## src/rtl/char_result_uart_tx_pkg.sv

```systemverilog
// Shared constants and state encoding for the plate-result UART transmit path.
package char_pkg;

    localparam logic [7:0] PKT_HDR0  = 8'hAA;
    localparam logic [7:0] PKT_HDR1  = 8'h55;
    localparam logic [7:0] PKT_TAIL  = 8'h0D;
    localparam int         PKT_BYTES = 12;

    typedef enum logic [2:0] {
        IDLE  = 3'd0,
        CHECK = 3'd1,
        START = 3'd2,
        DATA  = 3'd3,
        STOP  = 3'd4
    } state_t;

endpackage

```

## src/rtl/char_result_uart_tx_if.sv

```systemverilog
// Frame-side inputs and UART/status outputs of the plate-result transmitter.
interface char_result_uart_tx_if;
    logic        i_vs;
    logic [1:0]  frame_cnt;
    logic [15:0] char_result1;
    logic [7:0]  char_result2;
    logic [7:0]  char_result3;
    logic [7:0]  char_result4;
    logic [7:0]  char_result5;
    logic [7:0]  char_result6;
    logic [7:0]  char_result7;
    logic [7:0]  char_result8;
    logic        uart_tx;
    logic        busy;
    logic        pkt_done;
    logic        pkt_dropped;

    modport master (
        output i_vs, frame_cnt, char_result1, char_result2, char_result3, char_result4,
               char_result5, char_result6, char_result7, char_result8,
        input  uart_tx, busy, pkt_done, pkt_dropped
    );

    modport slave (
        input  i_vs, frame_cnt, char_result1, char_result2, char_result3, char_result4,
               char_result5, char_result6, char_result7, char_result8,
        output uart_tx, busy, pkt_done, pkt_dropped
    );
endinterface

```

## src/rtl/char_result_uart_tx_byte.sv

```systemverilog
// 8N1 byte serialiser, LSB first. ready is also high in the last stop-bit cycle
// so a caller can chain bytes with no idle gap.
module uart_byte_tx
    import char_pkg::*;
#(
    parameter int CLKS_PER_BIT = 643
) (
    input  logic       clk,
    input  logic       rst,
    input  logic       start,
    input  logic [7:0] data,
    output logic       tx,
    output logic       ready
);
    localparam int             CW   = $clog2(CLKS_PER_BIT);
    localparam logic [CW-1:0]  LAST = CW'(CLKS_PER_BIT - 1);

    state_t        state;
    logic [CW-1:0] cnt;
    logic [2:0]    bit_idx;
    logic [7:0]    shreg;
    logic          last_tick;

    assign last_tick = (cnt == LAST);
    assign ready     = (state == IDLE) || ((state == STOP) && last_tick);

    always_ff @(posedge clk) begin
        if (rst) begin
            state   <= IDLE;
            cnt     <= '0;
            bit_idx <= '0;
            tx      <= 1'b1;
        end else if (start && ready) begin
            state <= START;
            cnt   <= '0;
            tx    <= 1'b0;
        end else begin
            if (state != IDLE)
                cnt <= last_tick ? '0 : cnt + 1'b1;
            case (state)
                START: if (last_tick) begin
                    state   <= DATA;
                    bit_idx <= '0;
                    tx      <= shreg[0];
                end
                DATA: if (last_tick) begin
                    bit_idx <= bit_idx + 3'd1;
                    if (bit_idx == 3'd7) begin
                        state <= STOP;
                        tx    <= 1'b1;
                    end else begin
                        tx <= shreg[bit_idx + 3'd1];
                    end
                end
                STOP: if (last_tick) state <= IDLE;
                default: tx <= 1'b1;
            endcase
        end
    end

    // Byte holding register carries no reset; it is always loaded before use.
    always_ff @(posedge clk) begin
        if (start && ready)
            shreg <= data;
    end
endmodule

```

## src/rtl/char_result_uart_tx.sv

```systemverilog
// Captures the per-frame plate match codes at vs fall and sends them as a
// 12-byte UART packet: AA 55, nine payload bytes, XOR checksum.
module char_result_uart_tx
    import char_pkg::*;
#(
    parameter int         CLKS_PER_BIT   = 643,
    parameter logic [1:0] TRIG_CNT       = 2'd3,
    parameter bit         SEND_ON_CHANGE = 1'b1
) (
    input  logic                  pixelclk,
    input  logic                  reset,
    char_result_uart_tx_if.slave  bus
);
    localparam logic [3:0] LAST_IDX = 4'(PKT_BYTES - 1);

    // Top-level phases: IDLE, CHECK, DATA (packet on the line), STOP (pkt_done cycle).
    state_t      state;
    logic        vs_d;
    logic        trig;
    logic [3:0]  byte_idx;
    logic [3:0]  next_idx;
    logic [71:0] snap;
    logic [71:0] last_sent;
    logic        last_valid;
    logic        suppress;
    logic [7:0]  chk;
    logic [7:0]  tx_byte;
    logic        tx_start;
    logic        tx_ready;
    logic        tx_line;
    logic        busy_r;
    logic        done_r;
    logic        drop_r;

    function automatic logic [7:0] checksum(input logic [71:0] s);
        logic [7:0] x;
        x = '0;
        for (int k = 0; k < 9; k++)
            x ^= s[8*k +: 8];
        return x;
    endfunction

    function automatic logic [7:0] pkt_byte(input logic [3:0] idx, input logic [71:0] s,
                                            input logic [7:0] c);
        if (idx == 4'd0)       return PKT_HDR0;
        else if (idx == 4'd1)  return PKT_HDR1;
        else if (idx <= 4'd10) return s[8*(4'd10 - idx) +: 8];
        else if (idx == 4'd11) return c;
        else                   return PKT_TAIL;
    endfunction

    assign trig     = vs_d & ~bus.i_vs & (bus.frame_cnt == TRIG_CNT);
    assign chk      = checksum(snap);
    assign suppress = SEND_ON_CHANGE && last_valid && (snap == last_sent);
    assign next_idx = (state == CHECK) ? 4'd0 : byte_idx + 4'd1;
    assign tx_byte  = pkt_byte(next_idx, snap, chk);
    assign tx_start = ((state == CHECK) && !suppress) ||
                      ((state == DATA) && tx_ready && (byte_idx != LAST_IDX));

    always_ff @(posedge pixelclk) begin
        if (reset) begin
            vs_d       <= 1'b0;
            state      <= IDLE;
            byte_idx   <= '0;
            last_valid <= 1'b0;
            busy_r     <= 1'b0;
            done_r     <= 1'b0;
            drop_r     <= 1'b0;
        end else begin
            vs_d   <= bus.i_vs;
            done_r <= 1'b0;
            drop_r <= trig && (state != IDLE);
            case (state)
                IDLE: if (trig) state <= CHECK;
                CHECK: begin
                    if (suppress) begin
                        state <= IDLE;
                    end else begin
                        busy_r   <= 1'b1;
                        byte_idx <= '0;
                        state    <= DATA;
                    end
                end
                DATA: if (tx_ready) begin
                    if (byte_idx == LAST_IDX) begin
                        state      <= STOP;
                        done_r     <= 1'b1;
                        busy_r     <= 1'b0;
                        last_valid <= 1'b1;
                    end else begin
                        byte_idx <= byte_idx + 4'd1;
                    end
                end
                default: state <= IDLE;
            endcase
        end
    end

    // Payload registers are data only: snapshot on accepted trigger, history on completion.
    always_ff @(posedge pixelclk) begin
        if ((state == IDLE) && trig)
            snap <= {bus.char_result1, bus.char_result2, bus.char_result3, bus.char_result4,
                     bus.char_result5, bus.char_result6, bus.char_result7, bus.char_result8};
        if ((state == DATA) && tx_ready && (byte_idx == LAST_IDX))
            last_sent <= snap;
    end

    uart_byte_tx #(
        .CLKS_PER_BIT (CLKS_PER_BIT)
    ) u_byte_tx (
        .clk   (pixelclk),
        .rst   (reset),
        .start (tx_start),
        .data  (tx_byte),
        .tx    (tx_line),
        .ready (tx_ready)
    );

    assign bus.uart_tx     = tx_line;
    assign bus.busy        = busy_r;
    assign bus.pkt_done    = done_r;
    assign bus.pkt_dropped = drop_r;
endmodule

```

## src/flat_wrapper.sv

```systemverilog
// flat-port wrapper written by rule: the top's interface ports become plain ports
module char_result_uart_tx_flat import char_pkg::*;
#(
    parameter int         CLKS_PER_BIT   = 643,
    parameter logic [1:0] TRIG_CNT       = 2'd3,
    parameter bit         SEND_ON_CHANGE = 1'b1
)
  (pixelclk, reset, bus_i_vs, bus_frame_cnt, bus_char_result1, bus_char_result2, bus_char_result3, bus_char_result4, bus_char_result5, bus_char_result6, bus_char_result7, bus_char_result8, bus_uart_tx, bus_busy, bus_pkt_done, bus_pkt_dropped);
  char_result_uart_tx_if bus_i ();
  input  logic pixelclk;
  input  logic reset;
  input wire logic [$bits(bus_i.i_vs)-1:0] bus_i_vs;
  input wire logic [$bits(bus_i.frame_cnt)-1:0] bus_frame_cnt;
  input wire logic [$bits(bus_i.char_result1)-1:0] bus_char_result1;
  input wire logic [$bits(bus_i.char_result2)-1:0] bus_char_result2;
  input wire logic [$bits(bus_i.char_result3)-1:0] bus_char_result3;
  input wire logic [$bits(bus_i.char_result4)-1:0] bus_char_result4;
  input wire logic [$bits(bus_i.char_result5)-1:0] bus_char_result5;
  input wire logic [$bits(bus_i.char_result6)-1:0] bus_char_result6;
  input wire logic [$bits(bus_i.char_result7)-1:0] bus_char_result7;
  input wire logic [$bits(bus_i.char_result8)-1:0] bus_char_result8;
  output wire logic [$bits(bus_i.uart_tx)-1:0] bus_uart_tx;
  output wire logic [$bits(bus_i.busy)-1:0] bus_busy;
  output wire logic [$bits(bus_i.pkt_done)-1:0] bus_pkt_done;
  output wire logic [$bits(bus_i.pkt_dropped)-1:0] bus_pkt_dropped;
  assign bus_i.i_vs = bus_i_vs;
  assign bus_i.frame_cnt = bus_frame_cnt;
  assign bus_i.char_result1 = bus_char_result1;
  assign bus_i.char_result2 = bus_char_result2;
  assign bus_i.char_result3 = bus_char_result3;
  assign bus_i.char_result4 = bus_char_result4;
  assign bus_i.char_result5 = bus_char_result5;
  assign bus_i.char_result6 = bus_char_result6;
  assign bus_i.char_result7 = bus_char_result7;
  assign bus_i.char_result8 = bus_char_result8;
  assign bus_uart_tx = bus_i.uart_tx;
  assign bus_busy = bus_i.busy;
  assign bus_pkt_done = bus_i.pkt_done;
  assign bus_pkt_dropped = bus_i.pkt_dropped;
  char_result_uart_tx #(.CLKS_PER_BIT(CLKS_PER_BIT), .TRIG_CNT(TRIG_CNT), .SEND_ON_CHANGE(SEND_ON_CHANGE)) u_core (.pixelclk(pixelclk), .reset(reset), .bus(bus_i));
endmodule
```

## config.mk

```make
export PLATFORM = sky130hd
export DESIGN_NAME = char_result_uart_tx_flat
export DESIGN_NICKNAME = d
export VERILOG_FILES = /design/src/rtl/char_result_uart_tx_pkg.sv /design/src/rtl/char_result_uart_tx_if.sv /design/src/rtl/char_result_uart_tx_byte.sv /design/src/rtl/char_result_uart_tx.sv /design/src/flat_wrapper.sv
export SDC_FILE = /design/constraint.sdc
export NUM_CORES = 1
export LEC_CHECK = 0
export CELL_PAD_IN_SITES_DETAIL_PLACEMENT = 0
export CELL_PAD_IN_SITES_GLOBAL_PLACEMENT = 1
export CORE_MARGIN = 1
export CORE_UTILIZATION = 40
export DETAILED_ROUTE_END_ITERATION = 16
export GPL_ROUTABILITY_DRIVEN = 0
export GPL_TIMING_DRIVEN = 0
export PLACE_DENSITY_LB_ADDON = 0.1
export RECOVER_POWER = 50
export SLEW_MARGIN = 15
export SYNTH_ARGS = -nofsm -noshare
export SYNTH_HDL_FRONTEND = slang
export SYNTH_SLANG_ARGS = --single-unit
```

## constraint.sdc

```tcl
create_clock -name pixelclk -period 5.2 [get_ports pixelclk]
set_clock_uncertainty 0.15 [all_clocks]
set_input_delay 0.78 -clock pixelclk [delete_from_list [all_inputs] [get_ports pixelclk]]
set_output_delay 0.78 -clock pixelclk [all_outputs]
set_load 0.01 [all_outputs]
```

==> flow_summary.yaml, run 1 <==
outcome:
  run_status: "finished with violations"
  failed_checks: "capacitance limit, slew limit"
sta:
  max_freq_ghz: 0.239
  fin_crit_sh: 0.805
  worstMarginPinSlew_ns: 1.70
  setup_violations: 0
  hold_viol_final: 0
  rsz0062_at_grt: "false"
  hold_slack_ns: 0.302
  max_slew_margin: -0.133
  post-route-min-period_ns: 4.18
  slew_violations: 31
  worst_slack_ns: 1.02
drt:
  vias_per_cell: 5.23
  wl_per_cell_um: 19.1
  drt.antenna.violating_nets: 0
  drc: 0
  wl_mm: 19.6
  via_count: 5357
  drtIter0Drc: 354
  drt_pass1_iterations: 4
critical_path:
  reg2reg_depth: 11
  cp.arrival_ns: 4.33
  end_kind: "flop"
  cp-startpoint: "u_core.state[0]$_SDFFE_PP0P_"
  reg2reg_from: "u_core.state[0]$_SDFFE_PP0P_"
  worst-setup-path-type: "flop to flop"
  critPathMaxFanout: 10
  r2r_end: "u_core.u_byte_tx.shreg[0]$_SDFFCE_PN0P_"
  required_ns: 5.35
  reg2reg_slack_ns: 1.02
  startpoint_type: "flop"
  cp-endpoint: "u_core.u_byte_tx.shreg[0]$_SDFFCE_PN0P_"
placed_design:
  place_inst: 994
  place_hpwl_mm: 14.7
  io_buffers: 80
  place_ws_ns: 1.08
grt:
  grt-ovfl-total: 0
  grt_pass1_wl_mm: 31.1
  grt_max_degree: 63
  grtUsageTotal: 0.190
  grt_pass1_vias: 5505
  antenna_found_initial: 0
min_path:
  hold_class: "flop to flop"
pwr:
  cellPowerDensity_mw_per_mm2: 290
  total_power_w: 0.00303
  ir_drop_v: 0.000233
  p_leak_nw: 3.41
synth:
  synth_area_mm2: 0.00862
  ys_seq_area_frac: 0.597
  synth_edf_count: 152
  post_synth.cell_area_avg_um2: 13.5
  synth_cell_types: 73
  yosys_warnings: 0
  synth_cells: 636
  ys_ff_latch: 181
  synth_ff_type: "edfxtp_1"
  syn_nets: 722
  async_flop_share: 0
clock_tree:
  cts_sinks: 181
  cts_buffer_depth: 2
  post_cts_resize_count: 0
  clockRootBuffer: "clkbuf_16"
  h-tree-depth: 4
  post-cts-setup-buffers: 0
  postCtsHoldBufs: 0
  clk_transition_reported_paths_ns: 0.07
  cts-buffers-inserted: 17
  cts_tree: "yes"
  clock_latency_ns: 0.43
floorplanning:
  fp.dieH_um: 149
  fp.dieW_um: 149
  dieArea_mm2: 0.0221
  rows: 53
  initial_utilization: 0.409
  core-area_mm2: 0.0211
  io_pins: 81
cells_and_area:
  fin_cells: 1025
  antenna_cells: 0
  drive_gt1_frac: 0.100
  layout_common_cells: "edfxtp_1 (152), xnor2_1 (81), dlygate4sd3_1 (76)"
  mostFrequentLayoutCell: "edfxtp_1"
  area_growth_syn_to_layout_pct: 21.0
  nNetsFinal: 824
job:
  max-cap-violations: 1
[state kept, by name, summed over array words and instances (netlist names)]
name	count
u_core.last_sent	72
u_core.snap	72
u_core.u_byte_tx.cnt	10
u_core.u_byte_tx.shreg	8
u_core.byte_idx	4
u_core.state	3
u_core.u_byte_tx.bit_idx	3
u_core.u_byte_tx.state	3
u_core.bus.busy	1
u_core.bus.pkt_done	1
u_core.bus.pkt_dropped	1
u_core.last_valid	1
u_core.u_byte_tx.tx	1
u_core.vs_d	1
[worst max-delay path, cell delays in order (launching register included)]
cell and delay (ns):
dfxtp_1 0.39, or3b_2 0.53, clkbuf_1 0.28, and2_1 0.28, ha_1 0.27, buf_2 0.17
clkinv_1 0.38, clkbuf_1 0.49, a31oi_1 0.49, o21ai_0 0.23, o32ai_1 0.19, a21o_1 0.18
[synthesized netlist by cell type (6+ instances only)]
cell type | count | area, um2
xnor2_1 | 81 | 709
nor2_1 | 38 | 143
nand3_1 | 12 | 60.1
nor4_1 | 11 | 68.8
nand2b_1 | 11 | 68.8
inv_1 | 19 | 71.3
ha_1 | 9 | 113
clkbuf_1 | 7 | 26.3
or3_1 | 6 | 37.5
dfxtp_1 | 29 | 581
a31oi_1 | 6 | 37.5
mux4_2 | 15 | 338
a21oi_1 | 17 | 85.1
nor3_1 | 12 | 60.1
nand2_1 | 33 | 124
edfxtp_1 | 152 | 4560
nor2b_1 | 16 | 100
nand4_1 | 17 | 106
o21ai_0 | 13 | 65.1
xor2_1 | 37 | 324
[worst min-delay path by stage]
stage	startpoint	end	slack [ns]	cells past startpoint
after CTS	u_core.last_valid$_SDFFE_PP0P_	u_core.last_valid$_SDFFE_PP0P_	0.31	2
final	u_core.last_valid$_SDFFE_PP0P_	u_core.last_valid$_SDFFE_PP0P_	0.30	2
after detailed placement	u_core.last_valid$_SDFFE_PP0P_	u_core.last_valid$_SDFFE_PP0P_	0.30	2
after floorplan	u_core.last_valid$_SDFFE_PP0P_	u_core.last_valid$_SDFFE_PP0P_	0.28	2
after global placement	u_core.u_byte_tx.bit_idx[2]$_SDFFE_PP0P_	u_core.u_byte_tx.bit_idx[2]$_SDFFE_PP0P_	0.29	2
after global routing	u_core.last_valid$_SDFFE_PP0P_	u_core.last_valid$_SDFFE_PP0P_	0.32	2
[cell families after synthesis]
logic type,count (synthesis),synth area share
xor gates and xnor gates,127,0.143
buffers and inverters,37,0.0192
AOI/OAI and AO/OA,79,0.0640
adders and majority gates,9,0.0131
and+or+nand+nor,180,0.114
DFF,181,0.597
muxes,23,0.0491
[layout make-up]
cell class / count / area [um2]
clock buffers: 17 / 425
multi-input cells: 418 / 3310
repair buffers: 83 / 852
clock inverters: 14 / 186
plain buffers: 15 / 82.6
inverters: 22 / 85.1
flip-flops and latches: 181 / 5140
well taps: 275 / 344
fillers: 1877 / 10700
[layer usage]
layer  GRT usage  share of wire  vias to the layer above  routed length [um]
met2       0.301           0.48                      143                9390
met5           0              0                        -                   0
met3      0.0446          0.049                       31                 951
li1            -              -                     2572                   -
met4      0.0760          0.029                        0                 576
met1       0.253           0.44                     2611                8680
[report_power, final]
group          internal (W)  total (W)  switching (W)
Combinational     0.0000681   0.000111      0.0000431
Sequential          0.00157    0.00158      0.0000112
Clock              0.000731    0.00133       0.000602
[per-stage QoR]
stage,cell area [um2],setup TNS (ns),util
6_report,10400,0,0.494
5_1_grt,10400,0,0.494
4_1_cts,10500,0,0.496
3_5_place_dp,9840,0,0.467
3_3_place_gp,9760,-75.72,0.463
2_1_floorplan,8620,0,-
Note: power is estimated with default switching activity, not from simulation.
==> run 2: changes to the inputs <==
Clock period 5.2 ns to 4.2 ns, I/O delays scaled along.
==> run 2 against run 1 <==
The run now ends clean. Final cell count about the same. Sequential share of layout area down 0.10 points. Critical path depth unchanged. Final area up 0.20%. Fmax up 8.4%. Total power up 23%. Via count down 0.99%. Critical path type unchanged.
==> flow_summary.yaml, run 2 (synthesis gave the netlist of run 1 again) <==
sta:
  fin_crit_sh: 0.919
  max_freq_ghz: 0.259
  rsz0062_at_grt: "false"
  setup_violations: 0
  hold_viol_final: 0
  slew_violations: 0
  post-route-min-period_ns: 3.86
  max_slew_margin: 0.0216
  worstMarginPinSlew_ns: 1.47
clock_tree:
  cts_sinks: 181
  cts_tree: "yes"
  cts-buffers-inserted: 17
  h-tree-depth: 4
  post_cts_resize_count: 0
  clockRootBuffer: "clkbuf_16"
  postCtsHoldBufs: 0
  clk_transition_reported_paths_ns: 0.07
  post-cts-setup-buffers: 0
  cts_buffer_depth: 2
  clock_latency_ns: 0.44
drt:
  drc: 0
  drtIter0Drc: 327
  drt.antenna.violating_nets: 0
  via_count: 5304
  wl_per_cell_um: 18.9
  vias_per_cell: 5.17
  wl_mm: 19.4
  drt_pass1_iterations: 5
grt:
  grtUsageTotal: 0.189
  grt_pass1_vias: 5349
  grt.busiest_layer: "met2"
  met1_usage: 0.254
  grt-ovfl-total: 0
  met3_usage: 0.0437
  antenna_found_initial: 0
  grtUsageMet2: 0.306
  grt_pass1_wl_mm: 30.9
  grt_max_degree: 57
critical_path:
  r2r_end: "u_core.u_byte_tx.shreg[4]$_SDFFCE_PN0P_"
  cp_cell_sequence: "or3b_2, clkbuf_1, and2_1, ha_1, buf_2, clkinvlp_4, clkbuf_2, mux4_2, mux2i_1, o21ai_0, o2bb2ai_1"
  cp.arrival_ns: 3.89
  critical-path-max-stage-delay_ns: 0.56
  cp-endpoint: "u_core.u_byte_tx.shreg[4]$_SDFFCE_PN0P_"
  critPathMaxFanout: 10
  worst-setup-path-type: "flop to flop"
  required_ns: 4.23
  startpoint_type: "flop"
  end_kind: "flop"
  cp_slowest_cell: "or3b_2"
  reg2reg_depth: 11
  reg2reg_slack_ns: 0.34
  cp-startpoint: "u_core.state[2]$_SDFFE_PP0P_"
  reg2reg_from: "u_core.state[2]$_SDFFE_PP0P_"
placed_design:
  place_inst: 994
  place_hpwl_mm: 14.5
  io_buffers: 80
outcome:
  run_status: "complete, no violations"
pwr:
  ir_drop_v: 0.000259
  total_power_w: 0.00373
  cellPowerDensity_mw_per_mm2: 357
  p_leak_nw: 3.44
cells_and_area:
  mostFrequentLayoutCell: "edfxtp_1"
  reg.largest.list: "u_core.last_sent: 72 flops, u_core.snap: 72 flops, u_core.u_byte_tx.cnt: 10 flops"
  nNetsFinal: 824
  antenna_cells: 0
  layout_common_cells: "edfxtp_1 (152), xnor2_1 (81), dlygate4sd3_1 (74)"
  drive_gt1_frac: 0.105
  fin_cells: 1026
  area_growth_syn_to_layout_pct: 21.3
  nFillCells: 1822
floorplanning:
  dieArea_mm2: 0.0221
  rows: 53
  fp.dieH_um: 149
  core-area_mm2: 0.0211
  io_pins: 81
  initial_utilization: 0.409
  fp.dieW_um: 149
job:
  max-cap-violations: 0
min_path:
  hold_class: "flop to flop"
-- run 2: cell count changes in the layout (fill, tap and decap cells not counted), moves of 2 or more --
cell and change:
dlygate4sd3_1 -2, clkdlybuf4s50_1 +2, clkinv_4 +2, clkbuf_1 -2, clkinv_8 +2
-- run 2: metal layers --
layer  share of wire  vias up
li1                -     2572
met1            0.45     2601
met2            0.49      119
met3           0.041       12
met4           0.013        0
met5               0        -
-- run 2: power by group --
group | switching, W | internal (W)
Combinational | 0.0000528 | 0.0000846
Clock | 0.000775 | 0.000857
Sequential | 0.0000138 | 0.00194
-- run 2: through the flow --
step | hold WS, ns | instance area [um2] | setup WS [ns] | TNS [ns] | util
final | 0.304 | 10400 | 0.339 | 0 | 0.495
after global routing | 0.326 | 10400 | 0.111 | 0 | 0.495
after CTS | 0.311 | 10500 | 0.0114 | 0 | 0.496
after detailed placement | 0.301 | 9840 | 0.0897 | 0 | 0.467
after global placement | 0.293 | 9760 | -0.363 | -44.87 | 0.463
after floorplan | 0.276 | 8620 | 0.679 | 0 | -
-- run 2: worst min-delay path by stage --
stage                                        startpoint                                        to  depth (start not counted)
2_1_floorplan            u_core.last_valid$_SDFFE_PP0P_            u_core.last_valid$_SDFFE_PP0P_                          2
3_3_place_gp   u_core.u_byte_tx.bit_idx[2]$_SDFFE_PP0P_  u_core.u_byte_tx.bit_idx[2]$_SDFFE_PP0P_                          2
3_5_place_dp               u_core.bus.busy$_SDFFE_PP0P_              u_core.bus.busy$_SDFFE_PP0P_                          2
4_1_cts                    u_core.bus.busy$_SDFFE_PP0P_              u_core.bus.busy$_SDFFE_PP0P_                          2
5_1_grt                  u_core.last_valid$_SDFFE_PP0P_            u_core.last_valid$_SDFFE_PP0P_                          2
6_report                 u_core.last_valid$_SDFFE_PP0P_            u_core.last_valid$_SDFFE_PP0P_                          2
-- run 2: cell type report --
cell class / count / area, um2 / area share
buffer: 15 / 83.8 / 0.00802
clock buffer: 17 / 425 / 0.0407
clock inverter: 15 / 188 / 0.0180
inverter: 22 / 88.8 / 0.00850
multi-input combinational: 418 / 3310 / 0.317
sequential: 181 / 5140 / 0.492
tap: 275 / 344 / 0.0329
timing repair buffer: 83 / 861 / 0.0824
-- run 2: critical path: cells and delay by family, from the launching register on --
| family | cells | cell delay (ns) |
|---|---|---|
| buf+inv | 4 | 1.12 |
| simple gates | 2 | 0.85 |
| mux | 2 | 0.57 |
| flops | 1 | 0.37 |
| fa+ha+maj | 1 | 0.28 |
| compound gates | 2 | 0.26 |
